`src/rtl/prog_loader_pkg.sv`:
```
// Shared types and TRSQ8 ISA constants for the boot-time instruction loader.
// The opcode codes and instruction width here are the same ones the core's
// decoder keys on, so the loader rejects exactly what the decoder cannot run.
package prog_loader_pkg;

    localparam int INSTR_W = 15;

    // Instruction classes, word[14:13]
    localparam logic [1:0] CLASS_SYS  = 2'b00;
    localparam logic [1:0] CLASS_ALU  = 2'b01;
    localparam logic [1:0] CLASS_BIT  = 2'b10;
    localparam logic [1:0] CLASS_JUMP = 2'b11;

    // Class 00 opcodes, word[14:8]
    localparam logic [6:0] OP_NOP  = 7'b0000000;
    localparam logic [6:0] OP_HALT = 7'b0000001;
    localparam logic [6:0] OP_RET  = 7'b0000010;
    localparam logic [6:0] OP_SKZ  = 7'b0000101;
    localparam logic [6:0] OP_SKC  = 7'b0000110;

    // Class 01 opcodes, word[14:8]
    localparam logic [6:0] OP_ADD  = 7'b0100000;
    localparam logic [6:0] OP_SUB  = 7'b0100001;
    localparam logic [6:0] OP_AND  = 7'b0100111;
    localparam logic [6:0] OP_OR   = 7'b0101000;
    localparam logic [6:0] OP_NOT  = 7'b0101001;
    localparam logic [6:0] OP_XOR  = 7'b0101011;
    localparam logic [6:0] OP_ST   = 7'b0101100;
    localparam logic [6:0] OP_LD   = 7'b0101101;
    localparam logic [6:0] OP_LDL  = 7'b0101110;

    // err_code values
    localparam logic [1:0] ERR_NONE = 2'b00;
    localparam logic [1:0] ERR_WORD = 2'b01;
    localparam logic [1:0] ERR_CSUM = 2'b10;

    typedef enum logic [2:0] {
        S_IDLE = 3'd0,
        S_CNT  = 3'd1,
        S_LO   = 3'd2,
        S_HI   = 3'd3,
        S_CSUM = 3'd4
    } state_t;

endpackage

```
`src/rtl/prog_opcode_check.sv`:
```
// Combinational legality check of one TRSQ8 instruction word against the
// opcode map. Bit and jump classes accept any sub-opcode.
module prog_opcode_check
    import prog_loader_pkg::*;
(
    input  logic [INSTR_W-1:0] word,
    output logic               legal
);

    logic [6:0] opcode;
    logic       unused_low;

    assign opcode     = word[14:8];
    // Operand byte plays no part in legality.
    assign unused_low = ^word[7:0];

    // Decode the opcode field by class.
    always_comb begin
        legal = 1'b0;
        case (opcode[6:5])
            CLASS_SYS: begin
                legal = (opcode == OP_NOP) || (opcode == OP_HALT) ||
                        (opcode == OP_RET) || (opcode == OP_SKZ)  ||
                        (opcode == OP_SKC);
            end
            CLASS_ALU: begin
                legal = (opcode == OP_ADD) || (opcode == OP_SUB) ||
                        (opcode == OP_AND) || (opcode == OP_OR)  ||
                        (opcode == OP_NOT) || (opcode == OP_XOR) ||
                        (opcode == OP_ST)  || (opcode == OP_LD)  ||
                        (opcode == OP_LDL);
            end
            CLASS_BIT:  legal = 1'b1;
            CLASS_JUMP: legal = 1'b1;
            default:    legal = 1'b0;
        endcase
    end

endmodule

```
`src/rtl/prog_loader.sv`:
```
// Boot-time instruction-memory writer. Parses a framed byte stream
// (SYNC, N, N x {lo, hi}, checksum), writes legal words sequentially and
// releases the core only after a frame loads without error.
//
// state  | meaning
// -------+------------------------------------------------------------
// IDLE   | waiting for SYNC; other bytes are dropped
// CNT    | next byte is the word count (0 means 256)
// LO     | next byte is the low byte of a word
// HI     | next byte is the high byte; word is checked and written
// CSUM   | next byte is the frame checksum
module prog_loader
    import prog_loader_pkg::*;
#(
    parameter int         ADDR_W = 8,
    parameter logic [7:0] SYNC   = 8'hA5
)
(
    input  logic                clk,
    input  logic                rst,
    input  logic                rx_valid_ip,
    input  logic [7:0]          rx_data_ip,
    output logic                imem_we_op,
    output logic [ADDR_W-1:0]   imem_addr_op,
    output logic [INSTR_W-1:0]  imem_data_op,
    output logic                cpu_hold_op,
    output logic                done_op,
    output logic                err_op,
    output logic [1:0]          err_code_op
);

    state_t             state;
    state_t             state_d;
    logic [7:0]         lo_byte;
    logic [8:0]         words_left;
    logic [7:0]         sum;
    logic [7:0]         sum_next;
    logic               addr_adv;
    logic [INSTR_W-1:0] word;
    logic               word_legal;
    logic               word_bad;

    logic start;
    logic lat_cnt;
    logic lat_lo;
    logic word_done;
    logic csum_chk;

    assign word     = {rx_data_ip[6:0], lo_byte};
    assign word_bad = rx_data_ip[7] | ~word_legal;
    assign sum_next = sum + rx_data_ip;

    prog_opcode_check u_opcode_check (
        .word  (word),
        .legal (word_legal)
    );

    // Next state and per-byte actions; only a strobed byte moves the FSM.
    always_comb begin
        state_d   = state;
        start     = 1'b0;
        lat_cnt   = 1'b0;
        lat_lo    = 1'b0;
        word_done = 1'b0;
        csum_chk  = 1'b0;
        if (rx_valid_ip) begin
            case (state)
                S_IDLE: begin
                    if (rx_data_ip == SYNC) begin
                        start   = 1'b1;
                        state_d = S_CNT;
                    end
                end
                S_CNT: begin
                    lat_cnt = 1'b1;
                    state_d = S_LO;
                end
                S_LO: begin
                    lat_lo  = 1'b1;
                    state_d = S_HI;
                end
                S_HI: begin
                    word_done = 1'b1;
                    state_d   = (words_left == 9'd1) ? S_CSUM : S_LO;
                end
                S_CSUM: begin
                    csum_chk = 1'b1;
                    state_d  = S_IDLE;
                end
                default: state_d = S_IDLE;
            endcase
        end
    end

    // State register.
    always_ff @(posedge clk) begin
        if (rst) begin
            state <= S_IDLE;
        end else begin
            state <= state_d;
        end
    end

    // Datapath: byte/word capture, running sum, address, write and status flags.
    // The address advances the cycle after a word so it is stable during the
    // write strobe; suppressed words advance it too, preserving word positions.
    always_ff @(posedge clk) begin
        if (rst) begin
            lo_byte      <= '0;
            words_left   <= '0;
            sum          <= '0;
            addr_adv     <= 1'b0;
            imem_we_op   <= 1'b0;
            imem_addr_op <= '0;
            imem_data_op <= '0;
            cpu_hold_op  <= 1'b1;
            done_op      <= 1'b0;
            err_op       <= 1'b0;
            err_code_op  <= ERR_NONE;
        end else begin
            imem_we_op <= 1'b0;
            done_op    <= 1'b0;
            addr_adv   <= 1'b0;
            if (addr_adv) begin
                imem_addr_op <= imem_addr_op + {{(ADDR_W-1){1'b0}}, 1'b1};
            end
            if (start) begin
                imem_addr_op <= '0;
                sum          <= '0;
                cpu_hold_op  <= 1'b1;
                err_op       <= 1'b0;
                err_code_op  <= ERR_NONE;
            end
            if (lat_cnt) begin
                words_left <= (rx_data_ip == 8'd0) ? 9'd256 : {1'b0, rx_data_ip};
            end
            if (lat_lo) begin
                lo_byte <= rx_data_ip;
                sum     <= sum_next;
            end
            if (word_done) begin
                sum        <= sum_next;
                words_left <= words_left - 9'd1;
                addr_adv   <= 1'b1;
                if (word_bad) begin
                    if (!err_op) begin
                        err_op      <= 1'b1;
                        err_code_op <= ERR_WORD;
                    end
                end else begin
                    imem_we_op   <= 1'b1;
                    imem_data_op <= word;
                end
            end
            if (csum_chk) begin
                if (sum_next != 8'd0) begin
                    if (!err_op) begin
                        err_op      <= 1'b1;
                        err_code_op <= ERR_CSUM;
                    end
                end else if (!err_op) begin
                    done_op     <= 1'b1;
                    cpu_hold_op <= 1'b0;
                end
            end
        end
    end

endmodule

```
`config.mk`:
```
export PLATFORM = sky130hd
export DESIGN_NAME = prog_loader
export DESIGN_NICKNAME = d
export VERILOG_FILES = /design/src/rtl/prog_loader_pkg.sv /design/src/rtl/prog_opcode_check.sv /design/src/rtl/prog_loader.sv
export SDC_FILE = /design/constraint.sdc
export NUM_CORES = 1
export LEC_CHECK = 0
export ABC_AREA = 1
export BUFFER_PORTS_ARGS = -buffer_cell sky130_fd_sc_hd__buf_4
export CORE_UTILIZATION = 55
export DETAILED_ROUTE_END_ITERATION = 10
export GPL_TIMING_DRIVEN = 0
export PLACE_DENSITY_LB_ADDON = 0.3
export SLEW_MARGIN = 30
export SYNTH_ARGS = -nofsm -noshare
export SYNTH_HDL_FRONTEND = slang
export SYNTH_SLANG_ARGS = --single-unit
```
`constraint.sdc`:
```
create_clock -name clk -period 2.22 [get_ports clk]
set_input_delay 0.444 -clock clk [delete_from_list [all_inputs] [get_ports clk]]
set_output_delay 0.444 -clock clk [all_outputs]
set_load 0.005 [all_outputs]
```
Word-level counts from Yosys, hierarchy flattened --
Index checks and enable logic that the tools add are counted. Widths: inputs -> output; s select.
Storage, ports and cells: bits of input ports 11, output and inout bits 29, bits in registers 58
Operators by class: bitwise logic cells 5, reductions and logical operators 25, equality and inequality tests 23, add/subtract/negate cells 3, multiplexer cells 42
Operators by type and width (count):
- $eq 7x6->1 const B | 9
- $mux 9 | 3
- $mux 1 | 25
- $mux 8 | 3
- $eq 7x3->1 const B | 2
- $mux 2 | 7
- $logic_or 1x1->1 | 12
- $pmux 3 s4 | 1
- $eq 9x1->1 const B | 1
- $sub 9x1->9 const B | 1
- $add 8x1->8 const B | 1
- $add 8x8->8 | 1
- $eq 8x8->1 const B | 1
- $logic_not 8->1 | 1
- $reduce_bool 8->1 | 1
- $eq 7x1->1 const B | 1
- $eq 7x2->1 const B | 1
- $logic_not 7->1 | 1
- $eq 3x2->1 const B | 2
- $mux 3 | 2
- $reduce_or 2->1 | 3
- $eq 2x2->1 const B | 2
- $not 1->1 | 4
- $reduce_and 2->1 | 2
- other kinds (11) | 11

Logic depth before layout (Yosys ltp) --
Gate-level depths: netlist (run 1).
depth in word-level cells 17, depth in mapped cells 14, depth with buffers taken out 14

Modules after synthesis --
Synthesis (run 1) repeated with hierarchy kept, for this count alone.
Second synthesis, totals: cells, all modules 409, area, all modules 2930.3 um2
Modules (own cells, without submodules):
- prog_loader | instances 1, cells an instance 388, area each 2847.7 um2, sequential area each 1161.1 um2
- prog_opcode_check | instances 1, cells an instance 21, area each 82.6 um2, sequential area each 0.0 um2

Worst setup path after synthesis (run 1) --
Ideal clock, no wire load.
path kind input to register, start point input port rx_data_ip[0], end point register err_code_op[1], setup slack 0.235 ns, required time 2.088 ns, arrival time 1.853 ns, stages on the path 9, cells stage by stage ha_1 -> fa_1 -> or2_2 -> nor2_1 -> nand3_1 -> nor2_1 -> nand2_1 -> nand2_1 -> a21oi_1
On the way: word-level cells in the longest chain between the ends 17, elaborated cells on any way between the ends 42, those cells by class add/sub (1); eq/ne (14); mux (11); bitwise (2); reduce/logical (14)
Ends and longest elaborated chain:
- start, declared | line prog_loader.sv:22 | input logic [7:0] rx_data_ip,
- $eq 7x6->1 | line prog_opcode_check.sv:27 | legal = (opcode == OP_ADD) || (opcode == OP_SUB) ||
- $logic_or 1x1->1 (2 in a row) | line prog_opcode_check.sv:27
- $logic_or 1x1->1 (2 in a row) | line prog_opcode_check.sv:28 | (opcode == OP_AND) || (opcode == OP_OR) ||
- $logic_or 1x1->1 (2 in a row) | line prog_opcode_check.sv:29 | (opcode == OP_NOT) || (opcode == OP_XOR) ||
- $logic_or 1x1->1 (2 in a row) | line prog_opcode_check.sv:30 | (opcode == OP_ST) || (opcode == OP_LD) ||
- $pmux 1 s3 | line prog_opcode_check.sv:20 | case (opcode[6:5])
- $not 1->1 | line prog_loader.sv:50 | assign word_bad = rx_data_ip[7] | ~word_legal;
- $or 1x1->1 | line prog_loader.sv:50
- $mux 2 | line prog_loader.sv:145 | if (word_bad) begin
- $mux 2 | line prog_loader.sv:141 | if (word_done) begin
- $mux 2 | line prog_loader.sv:157 | if (!err_op) begin
- $mux 2 | line prog_loader.sv:156 | if (sum_next != 8'd0) begin
- $mux 2 (*) | line prog_loader.sv:155 | if (csum_chk) begin
- end signal, assigned | line prog_loader.sv:132 | err_code_op <= ERR_NONE;
- end signal, assigned | line prog_loader.sv:148 | err_code_op <= ERR_WORD;
- end signal, assigned | line prog_loader.sv:159 | err_code_op <= ERR_CSUM;
- end, declared | line prog_loader.sv:29 | output logic [1:0] err_code_op
Mark *: on every way between the ends. The rest lies on a longest branch, timed or not. A chain may end at the register's enable or synchronous reset.

Worst setup path after layout (run 1) --
start point register sum[0], end point register cpu_hold_op
On the way: word-level cells in the longest chain between the ends 4
Ends and longest elaborated chain:
- start, declared | line prog_loader.sv:36 | logic [7:0] sum;
- start signal, assigned | line prog_loader.sv:139 | sum <= sum_next;
- start signal, assigned | line prog_loader.sv:142 | sum <= sum_next;
- $add 8x8->8 | line prog_loader.sv:51 | assign sum_next = sum + rx_data_ip;
- $reduce_bool 8->1 | line prog_loader.sv:156
- $mux 1 | line prog_loader.sv:156
- $mux 1 | line prog_loader.sv:155
- end signal, assigned | line prog_loader.sv:116 | cpu_hold_op <= 1'b1;
- end signal, assigned | line prog_loader.sv:130 | cpu_hold_op <= 1'b1;
- end signal, assigned | line prog_loader.sv:163 | cpu_hold_op <= 1'b0;
- end, declared | line prog_loader.sv:26 | output logic cpu_hold_op,
Every way passes these cells.

==> results.cfg, run 1 <==
[critical_path]
r2r-start = sum[0]
rrSetupSlack_ns = 0.15
r2r_cells = 9
cpMaxStageDelayCell = fa_1
reg2reg_to = cpu_hold_op
critical_path_required_ns = 2.45
crit_family = simple AND/OR/NAND/NOR gates
crit_arrival_ns = 2.30
cp_max_fo = 3
crit_top_cell = nor2_1
start_kind = register
cpPeakStageDelay_ns = 0.44
end_kind = register
path_buf_inv = 1
path_cells = ha_2, fa_1, or2_2, nor2_1, nand3_1, nor2_1, nand2_2, o21bai_1, inv_1
path_class = register to register

[placed_design]
preCtsSetupSlack_ns = -0.176
portBuffers = 39
dp.cells = 530
gp_congestion = 0.906
dp_hpwl_um = 5060

[min_path]
holdPathEnd = words_left[1]
hold_path_startpoint = rst
hp-class = primary input to register
hold_depth = 4

[logic_synthesis]
synth_xor_area_share_pct = 1.81
syn_inst = 421
yosys-top-cells-area = dfxtp_1 (40%), nand2_1 (14%), a21oi_1 (8.8%), nand3_1 (6.2%), inv_1 (5.5%)
synth_top_area_share_pct = 39.9
ys_ff_latch = 58
synthFlopType = dfxtp_1
synthAdderAreaFrac_pct = 4.99
synth_compound_area_share_pct = 15.3
synthArstFlopShare_pct = 0
muxShareOfSynthArea_pct = 0.344
synth.distinct_cells = 33
synth-simple-area-share_pct = 29.4
ys_seq_area_share_pct = 39.9
synth_warnings = 0
synth_area_per_cell_um2 = 6.91
synth_enable_flop_cells = 0
synth_nets = 443
synth_top_family_by_area = simple AND/OR/NAND/NOR gates
syn_area_um2 = 2910
yosysTopAreaCell = dfxtp_1

[cts]
ctsHoldBuffers = 0
htree_levels = 3
post-cts-setup-buffers = 0
cts_sinks = 58
cts-root-buf = clkbuf_8
cts_buffers = 9
cts.clk_slew.worst_paths_ns = 0.07
cts_resized = 0
cts.path.max_buffers = 2
clock_latency_ns = 0.34
cts_tree = done

[power_and_ir_drop]
p_leak_uw = 0.00154
total_power_uw = 2300
vdd_drop_max_mv = 0.523
power_density_nw_per_um2 = 653

[timing]
maxSlewViolCount = 0
final_period_minus_worst_setup_slack_ns = 2.07
grt_setup_unrepaired = no
fmax_mhz = 483
finalHoldViolCount = 0
setup_ws_ns = 0.148
slew_headroom_pct = 55.1
finClkSkew_ns = 0.00929
tightest_slew_ns = 0.671
final.period_utilization_pct = 93.3
whs_ns = 0.403
setup_violations = 0

[drt]
drc_errors = 0
wl_um = 7010
vias = 2917
first_pass_iters = 5
via_per_inst = 5.34
drt.antenna.violating_nets = 0
routedWlPerCell_um = 12.8
detail_route.iter0.violations = 268

[floorplan]
die_w_um = 74.7
ios = 40
start_util_pct = 57.0
die_h_um = 74.7
core-area_um2 = 5110
rows = 26
die_area_um2 = 5580

[layout]
area_growth_pct = 21.1
final_cells = 546
antenna_cells = 0
utilization_pct = 69.0
drive_above_1_share_pct = 15.5
nNetsFinal = 493
fill_cells = 450

[run]
drv_cap = 0

[global_route]
grt_max_degree = 12
grt_pass1_wl_um = 11400
antenna_found_initial = 0
gr-total-overflow = 0
first_global_vias = 2595
grt_usage_pct = 27.0

[status]
status = complete, no violations
==> registers in the layout, indices dropped and copies added (netlist names) <==
register / flops
imem_addr_op: 8
lo_byte: 8
imem_data_op: 15
imem_we_op: 1
done_op: 1
words_left: 9
err_op: 1
sum: 8
err_code_op: 2
state: 3
addr_adv: 1
cpu_hold_op: 1
==> worst register-to-register path: stages, from the launching register on <==
cell and delay, ns:
dfxtp_1 0.33, ha_2 0.21, fa_1 0.44, or2_2 0.31, nor2_1 0.12, nand3_1 0.10
nor2_1 0.14, nand2_2 0.12, o21bai_1 0.15, inv_1 0.05
==> through the flow <==
stage / area (µm²) / TNS (ns)
global route: 3520 / 0
floorplan: 2910 / 0
CTS: 3520 / 0
finish: 3520 / 0
global placement: 3290 / -0.469
detailed placement: 3290 / -0.628
==> logic make-up (layout without fill, tap and decap cells) <==
logic type,after synthesis,after routing
AO/OA/AOI/OAI,85,85
XOR/XNOR,6,6
adder cells (fa/ha/maj),11,11
buffers and inverters,60,115
flip-flops,58,58
multiplexers,1,1
AND/OR/NAND/NOR,200,200
==> report_power, final <==
group          switching (µW)  leakage, µW  internal, µW
registers                2.28     0.000467          1040
logic                    95.0     0.000961          46.4
clock network             449     0.000109           664
total                     546      0.00154          1750
==> routing by layer <==
layer  track usage [%]  up-vias  wire (µm)
met5                 0        -          0
met4              13.6        0        167
met3              6.69       14        384
met2              43.2       87       3260
met1              33.8     1340       3200
li1                  -     1476          -
==> Yosys cell counts, types with 3 or more instances <==
| library cell | number |
|---|---|
| nand2_1 | 108 |
| dfxtp_1 | 58 |
| a21oi_1 | 51 |
| inv_1 | 43 |
| nor2_1 | 38 |
| nand3_1 | 36 |
| o21ai_0 | 22 |
| ha_1 | 10 |
| buf_2 | 5 |
| clkbuf_1 | 5 |
| inv_2 | 4 |
| nand4_1 | 4 |
| xor2_1 | 4 |
| a31oi_1 | 3 |
| nor3_1 | 3 |
| o21ai_1 | 3 |
| o21bai_1 | 3 |
==> cell usage in the layout, fill, tap and decap left out, types with 2 or more instances in the layout <==
master / instances
nand2_1: 106
dfxtp_1: 58
a21oi_1: 51
inv_1: 43
buf_4: 41
nor2_1: 38
nand3_1: 36
o21ai_0: 22
clkbuf_8: 10
ha_1: 9
buf_2: 5
clkbuf_1: 5
inv_2: 4
nand2_2: 4
nand4_1: 4
xor2_1: 4
o21ai_1: 3
nor3_1: 3
a31oi_1: 3
o21bai_1: 3
xnor2_1: 2
nand3b_1: 2
nor3b_1: 2
bufinv_16: 2
clkinvlp_4: 2
==> layout make-up <==
type,count,area [µm²],area share [%]
Multi-Input combinational cell,303,1520,43.0
Buffer,13,62.6,1.78
Timing Repair Buffer,39,293,8.31
Inverter,47,176,5.01
Clock buffer,10,138,3.91
Sequential cell,58,1160,33.0
Clock inverter,6,88.8,2.52
Tap cell,70,87.6,2.49
==> worst max path at each step <==
| stage | startpoint | to | slack, ns | cells after the start |
|---|---|---|---|---|
| finish | sum[0] | cpu_hold_op | 0.15 | 9 |
| global route | sum[0] | cpu_hold_op | 0.01 | 9 |
| CTS | sum[0] | err_op | 0.11 | 9 |
| detailed placement | rx_data_ip[0] | err_op | -0.18 | 10 |
| global placement | rx_data_ip[0] | err_code_op[1] | -0.14 | 10 |
| floorplan | rx_data_ip[0] | err_code_op[1] | 0.23 | 9 |
No activity file was read; power rests on OpenSTA's default activity.
==> inputs of run 2 (changes only) <==
--- a/config.mk
+++ b/config.mk
@@ -7,7 +7,7 @@
 export LEC_CHECK = 0
 export ABC_AREA = 1
 export BUFFER_PORTS_ARGS = -buffer_cell sky130_fd_sc_hd__buf_4
-export CORE_UTILIZATION = 55
+export CORE_UTILIZATION = 57
 export DETAILED_ROUTE_END_ITERATION = 10
 export GPL_TIMING_DRIVEN = 0
 export PLACE_DENSITY_LB_ADDON = 0.3
==> results.cfg, run 2 (synthesized netlist as in run 1, its figures left out) <==
[critical_path]
cp_max_fo = 3
crit_arrival_ns = 2.27
end_kind = register
cpMaxStageDelayCell = fa_1
path_buf_inv = 0
path_cells = ha_2, fa_1, or2_2, nor2_1, nand3_1, nor2_1, nand2_1, nand2_1, a21oi_1
r2r-start = sum[0]
path_class = register to register
reg2reg_to = err_op
start_kind = register
crit_family = simple AND/OR/NAND/NOR gates
critical_path_required_ns = 2.43
rrSetupSlack_ns = 0.16
r2r_cells = 9
cpPeakStageDelay_ns = 0.43

[drt]
vias = 2976
via_per_inst = 5.48
first_pass_iters = 6
wl_um = 7180
drc_errors = 0
detail_route.iter0.violations = 210
drt.antenna.violating_nets = 0
routedWlPerCell_um = 13.2

[power_and_ir_drop]
power_density_nw_per_um2 = 647
p_clk_share_pct = 47.7
seqPwrFrac_pct = 46.1
swShare_pct = 22.8
internal_power_uw = 1750
vdd_drop_max_mv = 0.525
combPwrFrac_pct = 6.2
power.switching_uw = 518
p_leak_uw = 0.00153

[placed_design]
gp_congestion = 0.911
portBuffers = 39
dp.cells = 527
dp_hpwl_um = 5100
preCtsSetupSlack_ns = -0.141

[floorplan]
core-area_um2 = 4820
die_area_um2 = 5390
ios = 40
die_w_um = 73.4
die_h_um = 73.4
rows = 25
start_util_pct = 60.4

[layout]
fill_cells = 427
largest_register = imem_data_op
drive_above_1_share_pct = 14.7
utilization_pct = 72.8
nNetsFinal = 493
antenna_cells = 0
largest_reg_flops = 15
final_cells = 543
final_cell_mix = nand2_1 (108), dfxtp_1 (58), a21oi_1 (51)
layout_commonest_cell = nand2_1
top_regs = imem_data_op: 15 flops, words_left: 9 flops
area_growth_pct = 20.6

[min_path]
hp-class = primary input to register
hold_depth = 3
holdPathEnd = lo_byte[5]
hold_path_startpoint = rx_data_ip[5]

[cts]
cts_sinks = 58
cts.path.max_buffers = 2
htree_levels = 3
clock_latency_ns = 0.34
cts.clk_slew.worst_paths_ns = 0.06
ctsHoldBuffers = 0
cts_buffers = 9
cts_tree = done
cts-root-buf = clkbuf_8

[global_route]
grt_max_degree = 11
antenna_found_initial = 0
grt_usage_pct = 29.1
gr-total-overflow = 0
grt_pass1_wl_um = 12000
first_global_vias = 2700

[run]
drv_cap = 0

[timing]
setup_ws_ns = 0.160
final.period_utilization_pct = 92.8
tightest_slew_ns = 0.685
maxSlewViolCount = 0
setup_violations = 0
grt_setup_unrepaired = no
slew_headroom_pct = 53.9
finClkSkew_ns = 0.0123
final_period_minus_worst_setup_slack_ns = 2.06
finalHoldViolCount = 0
fmax_mhz = 486

[status]
status = complete, no violations
run 2: changes by cell type in the layout (fill, tap and decap cells not counted), sizes merged:
cell / before / now
clkinv: 1 / 0
clkbuf: 15 / 17
inv: 48 / 47
run 2: worst max path at each step:
stage	to	startpoint	slack (ns)	depth (start not counted)
2_1_floorplan	err_code_op[1]	rx_data_ip[0]	0.23	9
3_3_place_gp	err_code_op[1]	rx_data_ip[0]	-0.15	10
3_5_place_dp	err_op	rx_data_ip[0]	-0.14	10
4_1_cts	err_op	sum[0]	0.15	9
5_1_grt	err_op	sum[0]	0.02	9
6_report	err_op	sum[0]	0.16	9
run 2: worst min-delay path: cells and delay by family:
family                 cells  cell delay, ns
AOI/OAI and AO/OA          1            0.05
buffers and inverters      2            0.20
run 2: power by group through the flow:
stage	registers (µW)	clock network [µW]	logic [µW]
after floorplan	1070	0	86.0
after global placement	1070	0	134
after detailed placement	1070	0	137
after CTS	1050	1090	138
after global routing	1050	1130	157
final	1050	1080	141
run 2: stage by stage:
stage                     instance area (µm²)  total power, µW  TNS (ns)  hold slack [ns]
final                                    3510             2270         0            0.409
after global routing                     3510             2330         0            0.415
after CTS                                3510             2280         0            0.399
after detailed placement                 3290             1210    -0.490            0.453
after global placement                   3290             1200    -0.503            0.448
after floorplan                          2910             1150         0            0.445
run 2: timing repair:
| action | in CTS | in global routing |
|---|---|---|
| setup buffers | 0 | 0 |
| hold endpoints to repair | 0 | 0 |
| gates resized for setup | 0 | 1 |
| endpoints found under the setup margin | 0 | 1 |
run 2: area by class of cell:
type	instances	area [µm²]	area share [%]
Buffer	13	62.6	1.78
Multi-Input combinational cell	303	1510	43.1
Tap cell	67	83.8	2.39
Inverter	47	176	5.03
Sequential cell	58	1160	33.1
Clock inverter	4	75.1	2.14
Clock buffer	12	145	4.14
Timing Repair Buffer	39	293	8.35
run 2: metal layers:
metal | up-vias | part of all wire (%) | track usage (%)
li1 | 1476 | - | -
met1 | 1371 | 43 | 34.8
met2 | 107 | 48 | 48.0
met3 | 22 | 6.8 | 10.0
met4 | 0 | 2.6 | 11.1
met5 | - | 0 | 0
==> inputs of run 3 (changes only) <==
--- a/config.mk
+++ b/config.mk
@@ -10,7 +10,7 @@
 export CORE_UTILIZATION = 57
 export DETAILED_ROUTE_END_ITERATION = 10
 export GPL_TIMING_DRIVEN = 0
-export PLACE_DENSITY_LB_ADDON = 0.3
+export PLACE_DENSITY = 0.79
 export SLEW_MARGIN = 30
 export SYNTH_ARGS = -nofsm -noshare
 export SYNTH_HDL_FRONTEND = slang
==> results.cfg, run 3 (synthesized netlist as in run 1, its figures left out) <==
[layout]
largest_register = imem_data_op
nNetsFinal = 493
largest_reg_flops = 15
final_area_um2 = 3460
layout_commonest_cell = nand2_1
utilization_pct = 71.8
area_growth_pct = 18.9
final_cell_mix = nand2_1 (108), dfxtp_1 (58), a21oi_1 (51)
drive_above_1_share_pct = 14.9
top_regs = imem_data_op: 15 flops, words_left: 9 flops
antenna_cells = 0
fill_cells = 430
final_cells = 543

[global_route]
grt_pass1_wl_um = 11700
grt_max_degree = 11
grt_usage_pct = 28.6
gr-total-overflow = 0
antenna_found_initial = 0
first_global_vias = 2713

[critical_path]
r2r_cells = 9
reg2reg_to = err_op
end_kind = register
cp_max_fo = 3
start_kind = register
r2r-start = sum[0]
path_class = register to register
critical_path_required_ns = 2.43
rrSetupSlack_ns = 0.12
crit_arrival_ns = 2.31
startpoint = sum[0]

[timing]
final.period_utilization_pct = 94.4
slew_headroom_pct = 51.0
setup_violations = 0
finClkSkew_ns = 0.00594
maxSlewViolCount = 0
setup_ws_ns = 0.123
final_period_minus_worst_setup_slack_ns = 2.10
finalHoldViolCount = 0
grt_setup_unrepaired = no
tightest_slew_ns = 0.729
fmax_mhz = 477

[cts]
htree_levels = 3
cts_resized = 0
cts_buffers = 9
cts_tree = done
cts.path.max_buffers = 2
cts_sinks = 58
clock_latency_ns = 0.34
post-cts-setup-buffers = 0
ctsHoldBuffers = 0
cts.clk_slew.worst_paths_ns = 0.07
cts-root-buf = clkbuf_8

[min_path]
hold_depth = 4
holdPathEnd = state[2]
hold_path_startpoint = rx_valid_ip
hp-class = primary input to register

[drt]
drt.antenna.violating_nets = 0
first_pass_iters = 5
wl_um = 6980
drc_errors = 0
vias = 2885
detail_route.iter0.violations = 186
routedWlPerCell_um = 12.8
via_per_inst = 5.31

[power_and_ir_drop]
vdd_drop_max_mv = 0.426
p_leak_uw = 0.00151
total_power_uw = 2040
power_density_nw_per_um2 = 589

[floorplan]
start_util_pct = 60.4
die_w_um = 73.4
ios = 40
core-area_um2 = 4820
die_area_um2 = 5390
die_h_um = 73.4
rows = 25

[placed_design]
gp_congestion = 0.861
portBuffers = 39
preCtsSetupSlack_ns = -0.156
place_area_um2 = 3290
dp_hpwl_um = 5020
dp.cells = 527

[run]
drv_cap = 0

[status]
status = complete, no violations
[run 3: cell count changes in the layout (fill, tap and decap cells not counted)]
| cell | delta |
|---|---|
| bufinv_16 | -2 |
| clkbuf_1 | -1 |
| clkinv_2 | +3 |
[run 3: worst max-delay path by stage]
stage | to | slack (ns) | depth (start not counted)
2_1_floorplan | err_code_op[1] | 0.23 | 9
3_3_place_gp | err_code_op[1] | -0.14 | 10
3_5_place_dp | err_code_op[1] | -0.16 | 10
4_1_cts | err_op | 0.13 | 9
5_1_grt | err_op | 0.02 | 9
6_report | err_op | 0.12 | 9
[run 3: per-stage QoR]
step                hold WS [ns]  TNS, ns
floorplan                  0.445        0
global placement           0.451   -0.450
detailed placement         0.452   -0.530
CTS                        0.395        0
global route               0.414        0
finish                     0.407        0
[run 3: metal layers]
metal	global-route usage, %	part of all wire, %
met1	35.9	46
met4	12.0	1.4
met2	45.9	46
met5	0	0
met3	8.37	6.0
[run 3: where the power goes]
| part | internal (µW) | switching [µW] | total, µW |
|---|---|---|---|
| Clock | 429 | 423 | 851 |
| Combinational | 46.2 | 95.1 | 141 |
| Sequential | 1040 | 2.32 | 1050 |
| Total | 1520 | 520 | 2040 |
[run 3: final cells by class]
| type | instances | area, µm² | area share, % |
|---|---|---|---|
| plain buffers | 13 | 62.6 | 1.81 |
| multi-input cells | 303 | 1510 | 43.7 |
| clock buffers | 11 | 141 | 4.09 |
| flip-flops and latches | 58 | 1160 | 33.6 |
| clock inverters | 5 | 30.0 | 0.868 |
| repair buffers | 39 | 293 | 8.46 |
| inverters | 47 | 176 | 5.10 |
| well taps | 67 | 83.8 | 2.42 |
[run 3: critical path, cell delays in order (launching register included)]
cell	delay [ns]
dfxtp_1	0.34
ha_2	0.21
fa_1	0.45
or2_2	0.31
nor2_1	0.12
nand3_1	0.10
nor2_1	0.12
nand2_1	0.13
nand2_1	0.13
a21oi_1	0.07
